--- src/rtl/slurm32_pkg.sv ---
// Shared constants for the slurm32 write-back stage: opcode classes, the
// interrupt link register index and the load byte-lane masks.
package slurm32_pkg;

  // Opcode class lives in instruction[31:28].
  typedef enum logic [3:0] {
    OpClassNop        = 4'h0,
    OpClassBranchLink = 4'h1,
    OpClassAluReg     = 4'h2,
    OpClassAluImm     = 4'h3,
    OpClassLoad       = 4'h4
  } op_class_e;

  typedef enum logic [1:0] {
    SrcAlu,
    SrcMem,
    SrcPc,
    SrcLink
  } wb_src_e;

  localparam logic [7:0] ILINK_REG = 8'hFE;

  localparam logic [3:0] MASK_WORD  = 4'b1111;
  localparam logic [3:0] MASK_HALF0 = 4'b0011;
  localparam logic [3:0] MASK_HALF1 = 4'b1100;
  localparam logic [3:0] MASK_BYTE0 = 4'b0001;
  localparam logic [3:0] MASK_BYTE1 = 4'b0010;
  localparam logic [3:0] MASK_BYTE2 = 4'b0100;
  localparam logic [3:0] MASK_BYTE3 = 4'b1000;

endpackage

--- src/rtl/slurm32_wb_load_align.sv ---
// Aligns and zero-extends a load word according to its byte-lane mask.
module slurm32_wb_load_align
  import slurm32_pkg::*;
(
  input  logic [31:0] memory_in,
  input  logic [3:0]  mask,
  output logic [31:0] data_o
);

  always_comb begin
    data_o = memory_in;
    case (mask)
      MASK_WORD:  data_o = memory_in;
      MASK_HALF0: data_o = {16'h0000, memory_in[15:0]};
      MASK_HALF1: data_o = {16'h0000, memory_in[31:16]};
      MASK_BYTE0: data_o = {24'h000000, memory_in[7:0]};
      MASK_BYTE1: data_o = {24'h000000, memory_in[15:8]};
      MASK_BYTE2: data_o = {24'h000000, memory_in[23:16]};
      MASK_BYTE3: data_o = {24'h000000, memory_in[31:24]};
      // Irregular masks fall back to the full word.
      default:    data_o = memory_in;
    endcase
  end

endmodule

--- src/rtl/slurm32_cpu_writeback.sv ---
// Write-back stage: selects destination register and data for the slot-4
// instruction. Purely combinational apart from the registered reset.
module slurm32_cpu_writeback
  import slurm32_pkg::*;
(
  input  logic        CLK,
  input  logic        RST,
  input  logic [31:0] instruction,
  input  logic [31:0] aluOut,
  input  logic [31:0] memory_in,
  output logic [7:0]  reg_wr_sel,
  output logic [31:0] reg_out,
  input  logic [31:0] pc_stage4,
  input  logic [3:0]  memory_mask_delayed,
  input  logic        nop_stage4,
  input  logic        load_interrupt_return_address,
  input  logic        cond_pass
);

  logic        rst_d, rst_q;
  logic [3:0]  op_class;
  logic [7:0]  rd;
  logic        wr_en;
  wb_src_e     src;
  logic [31:0] load_data;
  logic [31:0] link_addr;
  logic [19:0] unused_instr;

  assign unused_instr = {instruction[27:24], instruction[15:0]};

  always_comb rst_d = RST;

  always_ff @(posedge CLK) begin
    rst_q <= rst_d;
  end

  slurm32_wb_load_align u_load_align (
    .memory_in (memory_in),
    .mask      (memory_mask_delayed),
    .data_o    (load_data)
  );

  assign link_addr = pc_stage4 + 32'd4;

  always_comb begin
    op_class = instruction[31:28];
    rd       = instruction[23:16];
    wr_en    = 1'b0;
    src      = SrcAlu;

    case (op_class)
      OpClassAluReg, OpClassAluImm: wr_en = 1'b1;
      OpClassLoad: begin
        wr_en = 1'b1;
        src   = SrcMem;
      end
      OpClassBranchLink: begin
        if (cond_pass) begin
          wr_en = 1'b1;
          src   = SrcLink;
        end
      end
      default: wr_en = 1'b0;
    endcase

    // Interrupt return-address write beats both NOP and decode.
    if (load_interrupt_return_address) begin
      reg_wr_sel = ILINK_REG;
      src        = SrcPc;
    end else if (nop_stage4 || !wr_en) begin
      reg_wr_sel = 8'h00;
    end else begin
      reg_wr_sel = rd;
    end

    if (rst_q) begin
      reg_wr_sel = 8'h00;
    end

    case (src)
      SrcMem:  reg_out = load_data;
      SrcPc:   reg_out = pc_stage4;
      SrcLink: reg_out = link_addr;
      default: reg_out = aluOut;
    endcase
  end

endmodule

--- config.mk ---
export PLATFORM = sky130hd
export DESIGN_NAME = slurm32_cpu_writeback
export DESIGN_NICKNAME = d
export VERILOG_FILES = /design/src/rtl/slurm32_pkg.sv /design/src/rtl/slurm32_wb_load_align.sv /design/src/rtl/slurm32_cpu_writeback.sv
export SDC_FILE = /design/constraint.sdc
export NUM_CORES = 1
export LEC_CHECK = 0
export ABC_AREA = 1
export CAP_MARGIN = 5
export CELL_PAD_IN_SITES_DETAIL_PLACEMENT = 1
export CELL_PAD_IN_SITES_GLOBAL_PLACEMENT = 2
export CORE_MARGIN = 2
export CORE_UTILIZATION = 15
export CTS_CLUSTER_SIZE = 24
export DETAILED_ROUTE_END_ITERATION = 6
export PLACE_DENSITY_LB_ADDON = 0.1
export SYNTH_ARGS = -nofsm -noshare
export SYNTH_HDL_FRONTEND = slang
export SYNTH_SLANG_ARGS = --single-unit
--- constraint.sdc ---
create_clock -name CLK -period 1.7 [get_ports CLK]
set_input_delay 0.17 -clock CLK [delete_from_list [all_inputs] [get_ports CLK]]
set_output_delay 0.17 -clock CLK [all_outputs]
set_load 0.01 [all_outputs]
---- Word level (Yosys, flattened, before mapping) ----
Index checks and enable logic that the tools add are counted.
word-level totals
  flip-flop bits (word level) ............. 1
  bits of input ports ..................... 137
  output and inout bits ................... 40
  logic and storage cells ................. 28
operators by class
  $add $sub $neg .......................... 1
  eq/ne operators ......................... 13
  multiplexer cells ....................... 10
  reduce and logical (&&, ||, !) cells .... 3
operators with widths
  cell                     count
  $pmux W32 S6             1
  $pmux W32 S3             1
  $add A32 B3 Y32 const B  1
  $mux W8                  3
  $eq A4 B2 Y1 const B     4
  $eq A4 B1 Y1 const B     2
  $eq A4 B3 Y1 const B     2
  $eq A4 B4 Y1 const B     2
  $eq A2 B2 Y1 const B     2
  $mux W2                  2
  $pmux W2 S2              1
  $reduce_or A3 Y1         1
  $eq A2 B1 Y1 const B     1
  $pmux W1 S2              1
  $logic_not A1 Y1         1
  $logic_or A1 B1 Y1       1
  $mux W1                  1

---- Logic depth before layout (Yosys ltp) ----
Gate-level depths: netlist (run 1).
  depth in word-level cells ............... 8
  gate-level depth with buffers ........... 11
  gate-level depth less buffers ........... 9

---- Modules after synthesis ----
Synthesis (run 1) repeated with hierarchy kept, for this count alone.
second synthesis, totals
  cell total of the unflattened synthesis .. 570
  area, all modules ....................... 2,708.8 um2
by module, submodules not included
  module                 instances  cells an instance  area each (um2)  sequential area each (um2)
  slurm32_cpu_writeback  1          408                1,906.8          20.0
  slurm32_wb_load_align  1          162                802.0            0.0

---- Least setup slack after synthesis (run 1) ----
OpenSTA, ideal clock, no wires.
  path type ............................... input -> output
  start ................................... in pc_stage4[2]
  end ..................................... out reg_out[28]
  data arrival time ....................... 1,145 ps
  required time ........................... 1,530 ps
  setup slack ............................. 385 ps
  stages on the path ...................... 9
  buffers on the path ..................... 0
  cell sequence ........................... ha_1 inv_1 nor2_2 nand3_2 nor2_1 nand2_1 nand2_1 nand3_1 nand2_1
between the ends
  word-level cells in the longest chain between the ends .. 2
ends and longest elaborated chain
  what                RTL line                     text
  start: declaration  slurm32_cpu_writeback.sv:13  input logic [31:0] pc_stage4,
  $add A32 B3 Y32     slurm32_cpu_writeback.sv:43  assign link_addr = pc_stage4 + 32'd4;
  $pmux W32 S3        slurm32_cpu_writeback.sv:80  case (src)
  end: declaration    slurm32_cpu_writeback.sv:12  output logic [31:0] reg_out,
Every way passes these cells.

---- Worst setup path after layout (run 1) ----
  start ................................... in load_interrupt_return_address
  end ..................................... out reg_out[8]
between the ends
  word-level cells in the longest chain between the ends .. 3
  elaborated cells between the ends (all ways) .. 5
  those cells by class .................... eq/ne (3); mux (2)
ends and longest elaborated chain
  what                                                 RTL line                     text
  start: declaration                                   slurm32_cpu_writeback.sv:16  input logic load_interrupt_return_address,
  $mux W2 (*)                                          slurm32_cpu_writeback.sv:67  if (load_interrupt_return_address) begin
  $eq A2 B2 Y1 / $eq A2 B1 Y1 (equally long branches)  slurm32_cpu_writeback.sv:80
  $pmux W32 S3 (*)                                     slurm32_cpu_writeback.sv:80
Mark *: on every way between the ends. The rest lies on a longest branch, timed or not.

==> results of run 1 <==
-- how the worst max path moves through the flow --
stage                   to  cells past startpoint                           from  slack (ns)
4_1_cts         reg_out[8]                     12         memory_mask_delayed[3]       -0.04
6_report        reg_out[8]                      9  load_interrupt_return_address        0.07
2_1_floorplan  reg_out[28]                      9                   pc_stage4[2]        0.38
3_3_place_gp   reg_out[24]                     11                   pc_stage4[2]       -0.82
5_1_grt        reg_out[27]                     12  load_interrupt_return_address       -0.04
3_5_place_dp   reg_out[16]                     11                   pc_stage4[2]       -0.89
-- layout make-up --
cell class / instances / area (µm²)
tap: 188 / 235
sequential: 1 / 20.0
multi-input combinational: 423 / 2510
fill: 1933 / 9390
inverter: 62 / 245
timing repair buffer: 295 / 2630
-- cells by family (layout without fill, tap and decap cells) --
| family | after synthesis | after routing | synth area share (%) |
|---|---|---|---|
| DFF | 1 | 1 | 0.874 |
| adders and majority gates | 1 | 1 | 0.546 |
| and+or+nand+nor | 391 | 391 | 75.0 |
| AOI/OAI and AO/OA | 31 | 31 | 8.09 |
| buffers and inverters | 78 | 357 | 15.5 |
-- layout by cell type (no fill, tap or decap), types with 23 or more instances in the layout --
master           Yosys  routed
nor2_4               3      23
nand3_1            101      73
nand3_2              2      25
buf_4                6     118
clkdlybuf4s50_1      0      77
nand2_2              0      38
nand2_1            190     146
inv_1               60      50
nor2_1              64      31
buf_2                5      29
-- what timing repair did --
item	4_1_cts	5_1_grt
hold endpoints to repair	0	0
endpoints found under the setup margin	40	39
gates resized for setup	373	68
setup buffers	40	6
pin swaps	65	36
gates cloned	2	0
-- critical path, delay by kind of cell --
family | cells | cell delay [ns]
compound gates | 1 | 0.33
simple gates | 4 | 0.38
buf+inv | 4 | 0.57
-- power by group --
group / internal (mW) / switching [mW]
Combinational: 0.653 / 0.603
Sequential: 0.0252 / 0.000653
Clock: 0 / 0
-- metrics by stage --
step           instance area [µm²]  worst slack (ns)  setup TNS, ns  utilization (%)  cells
2_1_floorplan                 2290             0.385              0                -    502
3_3_place_gp                  4700            -0.820         -26.90             31.2    922
3_5_place_dp                  4700            -0.888         -28.37             31.2    922
4_1_cts                       5550           -0.0378        -0.0568             36.9    964
5_1_grt                       5640           -0.0386         -0.152             37.5    969
6_report                      5640            0.0693              0             37.5    969
-- layer usage --
metal | GRT usage [%] | vias to the layer above
li1 | - | 2177
met1 | 26.4 | 2007
met2 | 35.3 | 100
met3 | 0.628 | 14
met4 | 2.91 | 0
met5 | 0 | -
==> run metrics, run 1 <==
outcome=finished clean; Iter 0 DRT Violations=160; Crit Path Class=in -> out; vias in the first global route=~4,700; max capacitance violation total=0; Post-synth top cells=nand2_1 (190), nand3_1 (101), nor2_1 (64); Total GRT Usage=19.5%; Yosys warning count=0; layout cell share with drive strength beyond 1=42.6%; post-DP HPWL=about 13,000 µm; initial antenna violation count=0; Starting Density=between 10% and 20%; area growth from synthesis to layout=146%; Crit Path Max Fanout=6; Final Hold Fails=0; worst-margin pin slew=roughly 0.36 ns; Yosys top cell by area=nand2_1; post-synthesis instance area=roughly 2300 µm²; IO Pins=~180; largest net degree at the start of global routing=17; GRT overflow=0; Post-Syn Instances=about 500; top-count cell post-synth=nand2_1; M1 wire length=about 7400 µm; Worst Setup Start Kind=primary input; Rel. slew slack=75.5%; Critical Path Slowest Stage Cell=o211ai_1; crit path time final=1.63 ns; die width=between 100 and 150 µm; vias after detailed routing=4,298; Slew Limit Fails=0; routability congestion estimate from global placement=0.852; Post-Route WL=approximately 16,000 µm; CP Capture Type=output port; Critical Path RT=1.53 ns; Rows=45; Regs by FF count=rst_q: 1 flops; number of vias per cell=about 4.4; top_reg_cell synth=dfxtp_1; routed wl met2=about 8100 µm; drt drc=0; final net count=921; hold crit path type=in -> reg; Yosys cell types=27; Post-CTS Hold Buffers=0; Hold Path Depth=1; hold_ws=0.646 ns; top sig layer=met4; first-pass GRT wire length=between 20,000 and 30,000 µm; sequential share of the synthesized area=0.874%; delay of the slowest critical-path stage=0.33 ns; wire length per cell=between 15 and 20 µm; Pwr Total=1.28 mW; clk slew on worst S/H paths=0 ns; hold_sp=RST; max FFs per register=1; number of setup violations in the final report=0; DIE AREA=16,300 µm²; pwr dens=around 230 nW/µm²; RSZ-0062 raised after global routing=yes; Post-synth EDFFs=0; synthesized flop and latch total=1; WP data arrival=around 1.5 ns; achievable frequency=slightly above 600 MHz; Port-buffer cells=156; FFs w/ async S/R, synth=0%; First-pass DRT Iterations=4; met3 routed WL=~600 µm; P_leak=between 2 and 3 nW; Peak supply drop=about 92 µV; Post-DRT Antenna Nets=0; Final Cycle Share=a little over nine tenths; Reg with most FFs=rst_q; cells along the critical path=clkdlybuf4s15_2, inv_2, buf_12, nand2_4, nor2_4, nand2_2, o211ai_1, nand3_2, buf_6; share of the synthesized area in the top cell type=31.1%; Syn Nets=640; Die Ht=between 100 and 150 µm; Core Area=roughly 15,000 µm²; syn avg cell area=4.56 µm²; dominant cells by area after synthesis=nand2_1 (31%), nand3_1 (22%), nor2_1 (10%); Hold EP=rst_q$_DFF_P_; diode count=0
Note: power is estimated with default switching activity, not from simulation.
==> run 2, diff against run 1 <==
Settings changed: CORE_MARGIN 2 to 3.
==> run 2 against run 1 <==
Compared with the run above: cell area down 2.7%; combinational power down 4%; maximum frequency down 0.65%; via count down 1.3%; die area up 3.2%; sequential share of layout area about the same; total power down 3.3%; setup slack worse by 0.011 ns; sequential power about the same; global-route usage down 0.85 points; highest routed layer unchanged.
==> run metrics, run 2 (synthesis gave the netlist of run 1 again) <==
Core Area=~15,000 µm²; Die Ht=130 µm; Post-DRT Antenna Nets=0; outcome=finished clean; vias after detailed routing=around 4,200; Crit path buffers/inverters=6; routability congestion estimate from global placement=0.913; kind of cell adding the most delay to the critical path=buffers and inverters; NetSw=approximately 0.6 mW; Post-Route WL=roughly 16,000 µm; Crit Path Class=in -> out; diode count=0; worst-margin pin slew=between 0.3 and 0.4 ns; vias in the first global route=between 4,000 and 5,000; Clock Power Share=0%; Peak supply drop=roughly 120 µV; wire length per cell=17.1 µm; max capacitance violation total=0; Crit Path Max Fanout=8; final net count=between 900 and 1,000; DIE AREA=between 15,000 and 20,000 µm²; Switching Fraction=about half; Iter 0 DRT Violations=about 150; # fillers=slightly below 2,000; Top cell by count, worst path=buf_4; Combinational Power Share=97.9%; delay of the slowest critical-path stage=roughly 0.26 ns; Final Cycle Share=a little over nine tenths; initial antenna violation count=0; CP Capture Type=output port; Inst Count DP=between 900 and 1,000; most frequent cells in the layout=nand2_1 (161), buf_4 (111), clkdlybuf4s50_1 (77); number of setup violations in the final report=0; area growth from synthesis to layout=140%; Pint=roughly 0.64 mW; Total GRT Usage=between 10% and 20%; GRT overflow=0; Regs by FF count=rst_q: 1 flops; achievable frequency=roughly 610 MHz; clk slew on worst S/H paths=0 ns; first-pass GRT wire length=24,800 µm; Starting Density=15.5%; drt drc=0; Slew Limit Fails=0; number of vias per cell=approximately 4.4; IO Pins=177; die width=between 100 and 150 µm; crit path time final=about 1.6 ns; layout cell share with drive strength beyond 1=42.0%; pwr dens=approximately 230 nW/µm²; sequential power share=2.1%; WP data arrival=1.47 ns; Non-Filler Instances=around 960; Rel. slew slack=about three quarters; Rows=44; P_leak=2.59 nW; Pwr Total=1.24 mW; commonest non-fill, non-tap cell in the layout=nand2_1; Worst Setup Start Kind=primary input; Critical Path Slowest Stage Cell=dlygate4sd2_1; hold crit path type=in -> reg; First-pass DRT Iterations=4; Reg with most FFs=rst_q; post-DP HPWL=~14,000 µm; Critical Path RT=roughly 1.5 ns; max FFs per register=1; hold_ws=about 0.64 ns; largest net degree at the start of global routing=17; Port-buffer cells=about 160; Final Hold Fails=0; cells along the critical path=clkbuf_2, buf_4, nand4_1, buf_4, buf_4, buf_4, nand2_4, nand3_1, nand2_1, dlygate4sd2_1; RSZ-0062 raised after global routing=yes
-- run 2: power by group through the flow --
stage                     Sequential [mW]  Combinational [mW]  Clock [mW]
after floorplan                    0.0256               0.366           0
after global placement             0.0258                1.10           0
after detailed placement           0.0258                1.11           0
after CTS                          0.0258                1.17           0
after global routing               0.0259                1.32           0
final                              0.0258                1.21           0
-- run 2: area by class of cell --
type,count,area (µm²),share of cell area [%]
inverters,62,245,4.47
repair buffers,285,2490,45.4
well taps,184,230,4.20
flip-flops and latches,1,20.0,0.365
multi-input cells,423,2490,45.4
repair inverters,1,8.76,0.160
-- run 2: final timing paths --
path                       startpoint       endpoint  slack [ns]  depth (start not counted)
worst min-delay path              RST  rst_q$_DFF_P_        0.64                          1
worst max-delay path  instruction[30]  reg_wr_sel[5]        0.06                         10
-- run 2: layer usage --
| metal | wire length (µm) | vias up | GRT usage, % |
|---|---|---|---|
| met5 | 0 | - | 0 |
| met4 | 253 | 0 | 1.34 |
| met3 | 508 | 14 | 0.577 |
| met2 | 8300 | 90 | 34.9 |
| met1 | 7330 | 1971 | 25.0 |
| li1 | - | 2166 | - |
-- run 2: per-stage QoR --
step / util, % / setup TNS (ns) / area (µm²) / worst slack (ns)
floorplan: - / 0 / 2290 / 0.385
global placement: 31.9 / -27.61 / 4710 / -0.892
detailed placement: 31.9 / -29.14 / 4710 / -0.953
CTS: 36.3 / 0 / 5350 / 0.000875
global route: 37.2 / -0.0248 / 5490 / -0.0194
finish: 37.2 / 0 / 5490 / 0.0587
-- run 2: timing repair --
item	CTS	global route
gates resized for setup	343	92
buffers inserted	24	11
gates cloned	4	1
pin swaps	46	36
setup endpoints to repair	40	40
hold buffers	0	0
==> run 3, diff against run 2 <==
Settings changed: SETUP_SLACK_MARGIN set to 0.1.
==> run 3 against run 2 <==
Compared with the run above: first-iteration DRC count rose by 4.0%; global-route usage is essentially flat; sequential share of layout area is essentially flat; hold slack is the same; maximum frequency is 3.3% higher; final cell count down 0.10%; die area unchanged; total power up 2.2%; critical path depth rose by 1; wire length increased by 0.29%; setup slack better by 0.052 ns.
==> run metrics, run 3 (synthesis gave the netlist of run 1 again) <==
outcome=finished clean; Post-DRT Antenna Nets=0; clk slew on worst S/H paths=0 ns; Total GRT Usage=18.7%; area growth from synthesis to layout=145%; Rows=between 40 and 50; largest net degree at the start of global routing=17; die width=130 µm; Inst Count DP=a little over 900; hold_ws=0.641 ns; Post-DP Area=around 4700 µm²; TNS Setup=0 ns; Final Hold Fails=0; Iter 0 DRT Violations=around 160; commonest non-fill, non-tap cell in the layout=nand2_1; vias after detailed routing=roughly 4,300; vias in the first global route=roughly 4,500; achievable frequency=about 630 MHz; routed wl met2=between 8000 and 9000 µm; hold_sp=RST; Slew Limit Fails=0; crit path capture=reg_out[22]; IO Pins=177; Critical Path RT=between 1.5 and 2 ns; initial antenna violation count=0; Starting Density=roughly 16%; met3 routed WL=508 µm; final net count=slightly above 900; wire length per cell=around 17 µm; Crit Path Class=in -> out; most frequent cells in the layout=nand2_1 (143), buf_4 (105), clkdlybuf4s50_1 (75); top sig layer=met4; post-DP HPWL=roughly 14,000 µm; Rel. slew slack=75.5%; Non-Filler Instances=955; hold crit path type=in -> reg; utilization after layout=between 30% and 40%; GRT overflow=0; max FFs per register=1; max capacitance violation total=0; crit path time final=~1.6 ns; routability congestion estimate from global placement=0.913; M1 wire length=about 7400 µm; first-pass GRT wire length=roughly 25,000 µm; worst-margin pin slew=0.366 ns; number of setup violations in the final report=0; WP data arrival=between 1 and 1.5 ns; Crit Path Max Fanout=9; Die Ht=around 130 µm; CP Capture Type=output port; Pwr Total=~1.3 mW; Post-Route WL=~16,000 µm; Regs by FF count=rst_q: 1 flops; number of vias per cell=4.47; Core Area=~15,000 µm²; First-pass DRT Iterations=4; Final Cycle Share=roughly 93%; drt drc=0; Crit. Startpoint=memory_mask_delayed[2]; DIE AREA=approximately 17,000 µm²; Port-buffer cells=between 150 and 200; Setup Slack @ Placement=-0.953 ns; setup ws final=0.111 ns; P_leak=roughly 2.7 nW; pwr dens=around 230 nW/µm²; finished layout cell area=approximately 5600 µm²; diode count=0; Peak supply drop=119 µV; Reg with most FFs=rst_q; Worst Setup Start Kind=primary input; layout cell share with drive strength beyond 1=a little under half; RSZ-0062 raised after global routing=yes
-- run 3: critical path, stage by stage --
cell and delay [ns]:
clkbuf_4 0.16, inv_1 0.14, nand2_2 0.10, nand2_4 0.12
nand2_8 0.08, inv_8 0.09, nand2_1 0.07, nor2_1 0.18
nor2_2 0.08, nand3_1 0.08, buf_2 0.13
-- run 3: timing repair --
| action | in CTS | in global routing |
|---|---|---|
| hold buffers | 0 | 0 |
| cloned | 4 | 0 |
| buffers inserted | 26 | 10 |
| gates resized for setup | 392 | 115 |
| hold endpoints to repair | 0 | 0 |
| setup endpoints to repair | 40 | 40 |
| pin swaps | 49 | 53 |
-- run 3: area by class of cell --
| class | instances | area [µm²] |
|---|---|---|
| Inverter | 62 | 248 |
| Tap cell | 184 | 230 |
| Sequential cell | 1 | 20.0 |
| Timing Repair Buffer | 284 | 2500 |
| Timing Repair inverter | 1 | 6.26 |
| Multi-Input combinational cell | 423 | 2610 |
| Fill cell | 1918 | 9130 |
-- run 3: worst min-delay path by stage --
stage                    endpoint  slack, ns  cells past startpoint
floorplan           rst_q$_DFF_P_       0.20                      0
global placement    rst_q$_DFF_P_       0.63                      1
detailed placement  rst_q$_DFF_P_       0.65                      1
CTS                 rst_q$_DFF_P_       0.65                      1
global route        rst_q$_DFF_P_       0.66                      1
finish              rst_q$_DFF_P_       0.64                      1
-- run 3: metal layers --
layer	vias to the layer above	global-route usage, %
met3	8	0.577
met5	-	0
met4	0	1.71
met2	85	34.8
li1	2167	-
met1	2010	25.0
-- run 3: report_power, final --
part	internal (mW)	total (mW)	switching, mW	leakage (nW)
registers	0.0252	0.0258	0.000530	0.00844
logic	0.627	1.24	0.613	2.65
clock network	0	0	0	0
total	0.653	1.27	0.613	2.66
